--- src/rtl/ps2_key_event.sv ---
// ps2_key_event
//   Scan-code sequencer that sits behind the PS/2 byte receiver. It takes one
//   validated byte per strobe and tracks the Set-2 prefixes: E0 marks an
//   extended key and F0 marks a break. Each complete key press or release
//   becomes one 10-bit event {ext, brk, code}. Events are queued in a
//   first-word-fall-through FIFO. Keyboard status bytes do not enter the FIFO;
//   they are reported on their own strobe instead.
//
// Parameters
//   DEPTH    event FIFO entries (power of two, >= 2)
//   TIMEOUT  maximum clk cycles allowed between a prefix byte and the next byte
//
// Ports
//   clk, rst_n      clock; asynchronous active-low reset
//   byte_valid      one-cycle strobe: byte_data holds a newly received byte
//   byte_data[7:0]  received byte
//   evt_valid       FIFO head is valid
//   evt_data[9:0]   {ext, brk, code[7:0]} at the FIFO head (0 while empty)
//   evt_ready       consumer takes the head when evt_valid & evt_ready
//   evt_count       FIFO fill level, 0..DEPTH
//   status_valid    one-cycle pulse: a status byte was seen
//   status_code     last status byte seen
//   proto_err       one-cycle pulse on an illegal prefix sequence or timeout
//   overflow        sticky flag: an event was dropped because the FIFO was full
//   clr_ovf         synchronous clear of overflow (a new drop in the same
//                   cycle wins)
//
// Build option
//   PS2_KEY_EVENT_TIMEOUT_EN  when defined, the FSM returns to IDLE and pulses
//                             proto_err if no byte arrives within TIMEOUT
//                             cycles of a prefix byte. When undefined, the FSM
//                             waits in the prefix states indefinitely.
module ps2_key_event #(
  parameter int DEPTH   = 8,
  parameter int TIMEOUT = 50000
) (
  input  logic                     clk,
  input  logic                     rst_n,
  input  logic                     byte_valid,
  input  logic [7:0]               byte_data,
  output logic                     evt_valid,
  output logic [9:0]               evt_data,
  input  logic                     evt_ready,
  output logic [$clog2(DEPTH):0]   evt_count,
  output logic                     status_valid,
  output logic [7:0]               status_code,
  output logic                     proto_err,
  output logic                     overflow,
  input  logic                     clr_ovf
);

  localparam int AW = $clog2(DEPTH);

  typedef enum logic [1:0] {IDLE, EXT, BRK, EXT_BRK} state_t;

  state_t        state_q, state_d;
  logic [AW-1:0] wr_ptr_q, wr_ptr_d;
  logic [AW-1:0] rd_ptr_q, rd_ptr_d;
  logic [AW:0]   count_q, count_d;
  logic          status_valid_q, status_valid_d;
  logic [7:0]    status_code_q, status_code_d;
  logic          proto_err_q, proto_err_d;
  logic          overflow_q, overflow_d;
  logic [9:0]    mem_q [DEPTH];

  logic          push;
  logic [9:0]    push_data;
  logic          pop;
  logic          full;
  logic          accept;

`ifdef PS2_KEY_EVENT_TIMEOUT_EN
  localparam int TW = $clog2(TIMEOUT + 1);
  logic [TW-1:0] tmr_q, tmr_d;
`endif

  // Status bytes are only recognised in IDLE; after a prefix they are codes.
  function automatic logic is_status(input logic [7:0] b);
    return (b == 8'h00) || (b == 8'hAA) || (b == 8'hEE) || (b == 8'hFA) ||
           (b == 8'hFC) || (b == 8'hFE) || (b == 8'hFF);
  endfunction

  // Prefix sequencer: decides the next state, any event to push, and the pulses.
  always_comb begin
    state_d        = state_q;
    push           = 1'b0;
    push_data      = '0;
    status_valid_d = 1'b0;
    status_code_d  = status_code_q;
    proto_err_d    = 1'b0;
    if (byte_valid) begin
      case (state_q)
        IDLE: begin
          if (byte_data == 8'hE0) begin
            state_d = EXT;
          end else if (byte_data == 8'hF0) begin
            state_d = BRK;
          end else if (is_status(byte_data)) begin
            status_valid_d = 1'b1;
            status_code_d  = byte_data;
          end else begin
            push      = 1'b1;
            push_data = {2'b00, byte_data};
          end
        end
        EXT: begin
          // A repeated E0 is tolerated and leaves the FSM in EXT.
          if (byte_data == 8'hF0) begin
            state_d = EXT_BRK;
          end else if (byte_data != 8'hE0) begin
            push      = 1'b1;
            push_data = {2'b10, byte_data};
            state_d   = IDLE;
          end
        end
        BRK: begin
          state_d = IDLE;
          if ((byte_data == 8'hE0) || (byte_data == 8'hF0)) begin
            proto_err_d = 1'b1;
          end else begin
            push      = 1'b1;
            push_data = {2'b01, byte_data};
          end
        end
        default: begin
          state_d = IDLE;
          if ((byte_data == 8'hE0) || (byte_data == 8'hF0)) begin
            proto_err_d = 1'b1;
          end else begin
            push      = 1'b1;
            push_data = {2'b11, byte_data};
          end
        end
      endcase
    end

`ifdef PS2_KEY_EVENT_TIMEOUT_EN
    // The timer counts idle cycles spent in a prefix state. A byte arriving in
    // the expiry cycle restarts it, so that byte is processed normally.
    tmr_d = '0;
    if (!byte_valid && (state_q != IDLE)) begin
      if (tmr_q == TW'(TIMEOUT - 1)) begin
        state_d     = IDLE;
        proto_err_d = 1'b1;
      end else begin
        tmr_d = tmr_q + 1'b1;
      end
    end
`endif
  end

  // FIFO bookkeeping. When the FIFO is full, a push is still accepted if a pop
  // happens in the same cycle.
  always_comb begin
    pop      = evt_valid & evt_ready;
    full     = (count_q == (AW + 1)'(DEPTH));
    accept   = push & (~full | pop);
    wr_ptr_d = accept ? wr_ptr_q + 1'b1 : wr_ptr_q;
    rd_ptr_d = pop ? rd_ptr_q + 1'b1 : rd_ptr_q;
    case ({accept, pop})
      2'b10:   count_d = count_q + 1'b1;
      2'b01:   count_d = count_q - 1'b1;
      default: count_d = count_q;
    endcase
    overflow_d = overflow_q;
    if (clr_ovf) begin
      overflow_d = 1'b0;
    end
    if (push && full && !pop) begin
      overflow_d = 1'b1;
    end
  end

  always_ff @(posedge clk or negedge rst_n) begin
    if (!rst_n) begin
      state_q        <= IDLE;
      wr_ptr_q       <= '0;
      rd_ptr_q       <= '0;
      count_q        <= '0;
      status_valid_q <= 1'b0;
      status_code_q  <= '0;
      proto_err_q    <= 1'b0;
      overflow_q     <= 1'b0;
`ifdef PS2_KEY_EVENT_TIMEOUT_EN
      tmr_q          <= '0;
`endif
    end else begin
      state_q        <= state_d;
      wr_ptr_q       <= wr_ptr_d;
      rd_ptr_q       <= rd_ptr_d;
      count_q        <= count_d;
      status_valid_q <= status_valid_d;
      status_code_q  <= status_code_d;
      proto_err_q    <= proto_err_d;
      overflow_q     <= overflow_d;
`ifdef PS2_KEY_EVENT_TIMEOUT_EN
      tmr_q          <= tmr_d;
`endif
    end
  end

  // The storage array has no reset. Stale entries are never visible because
  // evt_data is forced to 0 while the FIFO is empty.
  always_ff @(posedge clk) begin
    if (accept) begin
      mem_q[wr_ptr_q] <= push_data;
    end
  end

  assign evt_valid    = (count_q != '0);
  assign evt_data     = evt_valid ? mem_q[rd_ptr_q] : 10'h000;
  assign evt_count    = count_q;
  assign status_valid = status_valid_q;
  assign status_code  = status_code_q;
  assign proto_err    = proto_err_q;
  assign overflow     = overflow_q;

endmodule
--- config.mk ---
export PLATFORM = sky130hd
export DESIGN_NAME = ps2_key_event
export DESIGN_NICKNAME = d
export VERILOG_FILES = /design/src/rtl/ps2_key_event.sv
export SDC_FILE = /design/constraint.sdc
export NUM_CORES = 1
export LEC_CHECK = 0
export ABC_AREA = 1
export CAP_MARGIN = 40
export CORE_MARGIN = 4
export CORE_UTILIZATION = 29
export CTS_BUF_LIST = sky130_fd_sc_hd__clkbuf_16
export CTS_CLUSTER_DIAMETER = 50
export CTS_CLUSTER_SIZE = 30
export DETAILED_ROUTE_END_ITERATION = 8
export PLACE_DENSITY = 0.48
export SETUP_SLACK_MARGIN = 0.5
export SLEW_MARGIN = 0
export SYNTH_ARGS = -nofsm -noshare
export SYNTH_HDL_FRONTEND = slang
export SYNTH_SLANG_ARGS = --single-unit
--- constraint.sdc ---
create_clock -name clk -period 2.1 [get_ports clk]
set_input_delay 0.315 -clock clk [delete_from_list [all_inputs] [get_ports clk]]
set_output_delay 0.315 -clock clk [all_outputs]
set_load 0.05 [all_outputs]
==> results.tsv <==
stage	metric	value	unit
run_status	outcome	completed	
worst_setup_path	crit_type	flip-flop to primary output	
logic_synthesis	yosysUniqueCellTypes	30	
finish	multi_input_area	0.00195	mm2
clock_network	cts_max_level	3	
logic_synthesis	yosys_warnings	0	
logic_synthesis	synth_top_area_cell	edfxtp_1	
worst_setup_path	cp_top_family	buffers and inverters	
sta	slew_viol_final	0	
sta	grt_setup_unrepaired	yes	
sta	tns	0	ps
logic_synthesis	synth_flop_cell	edfxtp_1	
floorplan	start_util	29.6	%
route	drc_errors	0	
route	ant_nets	0	
run	cap_violations	0	
place	dp_cells	677	
sta	fmax	479	MHz
worst_setup_path	cpMaxStageDelayCell	dfrtp_2	
sta	slew_headroom	66.6	%
sta	tightest_slew	498	ps
floorplan	pin_count	39	
min_path	min_path_type	input port to flip-flop	
grt	grt_usage	13.5	%
logic_synthesis	synth_top_area_share	53.4	%
logic_synthesis	synth_edf_count	80	
grt	grt_pass1_vias	3492	
route	routed_wl	12100	um
logic_synthesis	netlist_instances	408	
logic_synthesis	ys_seq_area_share	66.2	%
sta	fin_crit	2090	ps
route	drt_iter0_drc	230	
finish	diodes	0	
clock_network	cts_sinks	103	
place	gp_congestion	0.780	
worst_setup_path	crit_chain	buf_12 > clkinv_8 > bufbuf_16 > o21ai_1 > a31oi_4 > buf_6	
clock_network	tritoncts	built	
place	dp_slack	-477	ps
floorplan	dieHeight	133	um
worst_setup_path	max_stage_delay	430	ps
finish	final_cells	731	
sta	timing.final.crit_share	99.5	%
route	wl_per_cell	16.6	um
clock_network	clk_latency	340	ps
clock_network	clock_path_buffers	2	
logic_synthesis	synth.area.top_cells	edfxtp_1 53%, dfrtp_1 13%, nor2_1 6.8%, o21ai_0 5.9%, nand2_1 3.5%	
worst_setup_path	path_max_fanout	12	
logic_synthesis	async_reset_ff_share	22.3	%
grt	antenna_found_initial	0	
worst_setup_path	startpoint_type	flip-flop	
floorplan	die-width	133	um
logic_synthesis	synthTopCellsByCount	81 x nor2_1, 80 x edfxtp_1, 53 x o21ai_0	
sta	clock_skew	3.69	ps
clock_network	clk_pin_slew_worst_paths	70	ps
logic_synthesis	synth_most_common_cell	nor2_1	
power	p_per_area	1490	mW/mm2
floorplan	dieArea	0.0176	mm2
route	vias	3464	
logic_synthesis	ys_ff_latch	103	
place	place_hpwl	7820	um
sta	setup_viol	0	
finish	areaGrowthSynthToFinish	56.3	%
grt	grt_pass1_wl	18500	um
grt	grt_max_degree	24	
finish	seq_area	0.00298	mm2
route	viasPerCell	4.74	
logic_synthesis	syn_nets	426	
logic_synthesis	synthesis.area	0.00450	mm2
worst_setup_path	worstPathArrival	1770	ps
finish	filler_cell_count	1425	
route	dr.pass1.iters	4	
place	port_buffers	38	
worst_setup_path	end_kind	primary output	
worst_setup_path	required	1780	ps
finish	finalNetCount	556	
finish	finish.utilization	46.2	%
floorplan	rows	45	
power	p_leak	2.74	nW
floorplan	core_region_area	0.0152	mm2
sta	hold_viol_final	0	
worst_setup_path	cp.buffers_inverters	4	
grt	overflow	0	
clock_network	clockRootBuffer	clkbuf_16	
logic_synthesis	avgSynthCellArea	11.0	um2
clock_network	tritoncts.num_buffers	9	
power	ir_worst_vdd	0.000782	V
sta	worst_slack	10.7	ps
finish	drive_gt1_share	48.8	%
==> report_power, final <==
part / internal [mW] / total, mW / leakage [nW] / switching, mW
Clock: 1.03 / 1.75 / 0.148 / 0.721
Combinational: 2.46 / 5.88 / 1.56 / 3.43
Sequential: 2.61 / 2.81 / 1.02 / 0.195
==> path summary, 6_finish.rpt <==
kind                           startpoint  depth (start not counted)  slack [ps]              to
max                           rd_ptr_q[0]                          6          10     evt_data[3]
min                          byte_data[7]                          3         290  status_code[3]
max reg2reg                  evt_count[0]                         15         270    evt_count[3]
min reg2reg                status_code[4]                          1         490  status_code[4]
max in group asynchronous           rst_n                          2        1470     rd_ptr_q[0]
min in group asynchronous           rst_n                          2         350  status_code[1]
==> cell type report <==
cell class	instances	area share [%]
flip-flops and latches	103	42.5
well taps	188	3.35
repair buffers	135	19.9
inverters	31	2.15
clock buffers	9	3.20
multi-input cells	258	27.7
clock inverters	7	1.25
==> logic make-up after synthesis <==
logic type | synth area share, %
and+or+nand+nor | 15.9
DFF | 66.2
AOI/OAI and AO/OA | 11.2
buffers and inverters | 4.17
xor gates and xnor gates | 0.974
adders and majority gates | 1.56
==> tightest hold or removal path: cells and delay by family <==
kind	cells	cell delay (ps)
buffers and inverters	1	140
AND/OR/NAND/NOR	2	140
==> placed cells by master, fill, tap and decap left out, types with 3 or more instances in the layout <==
master           instances
buf_4                   53
inv_4                    6
clkdlybuf4s50_1          4
nor2_4                  15
nor2_1                  55
buf_12                  13
dlygate4sd2_1            8
xor2_1                   4
buf_6                   35
dfrtp_1                 18
a31oi_4                 11
o21ai_1                 26
nand2_4                 10
inv_1                   17
edfxtp_1                80
buf_2                   11
nor2_2                  17
inv_2                    6
o21ai_0                 12
o21ai_2                 21
clkbuf_16               12
o21a_1                   5
clkinv_1                 3
o22ai_2                  9
nand2_2                 10
nand2_1                 33
a21oi_2                  3
o22ai_1                  4
dfrtp_2                  5
clkdlybuf4s15_1          3
==> per-stage QoR <==
stage / total power, mW / area [um2] / hold WS, ps
6_report: 10.4 / 7030 / 295
5_1_grt: 11.0 / 7030 / 321
4_1_cts: 9.74 / 6570 / 346
3_5_place_dp: 7.47 / 5860 / 483
3_3_place_gp: 7.45 / 5850 / 483
2_1_floorplan: 5.91 / 4790 / 19.4
==> sequential cells by signal (all words and copies together) (netlist names), 2 cells and up <==
register / count
rd_ptr_q: 3
state_q: 2
wr_ptr_q: 3
evt_count: 4
status_code: 8
mem_q: 80
==> timing repair <==
item,CTS,global route
pin swaps,24,30
gates cloned,1,5
hold buffers,0,0
setup buffers,19,13
gates resized for setup,128,114
setup endpoints to repair,202,138
==> per-layer routing <==
layer | up-vias | global-route usage, % | wire length, um
met5 | - | 0 | 0
met4 | 0 | 4.21 | 140
met3 | 12 | 2.85 | 331
met2 | 53 | 23.0 | 6190
met1 | 1715 | 17.2 | 5450
li1 | 1684 | - | -
No activity file was read; power rests on OpenSTA's default activity.
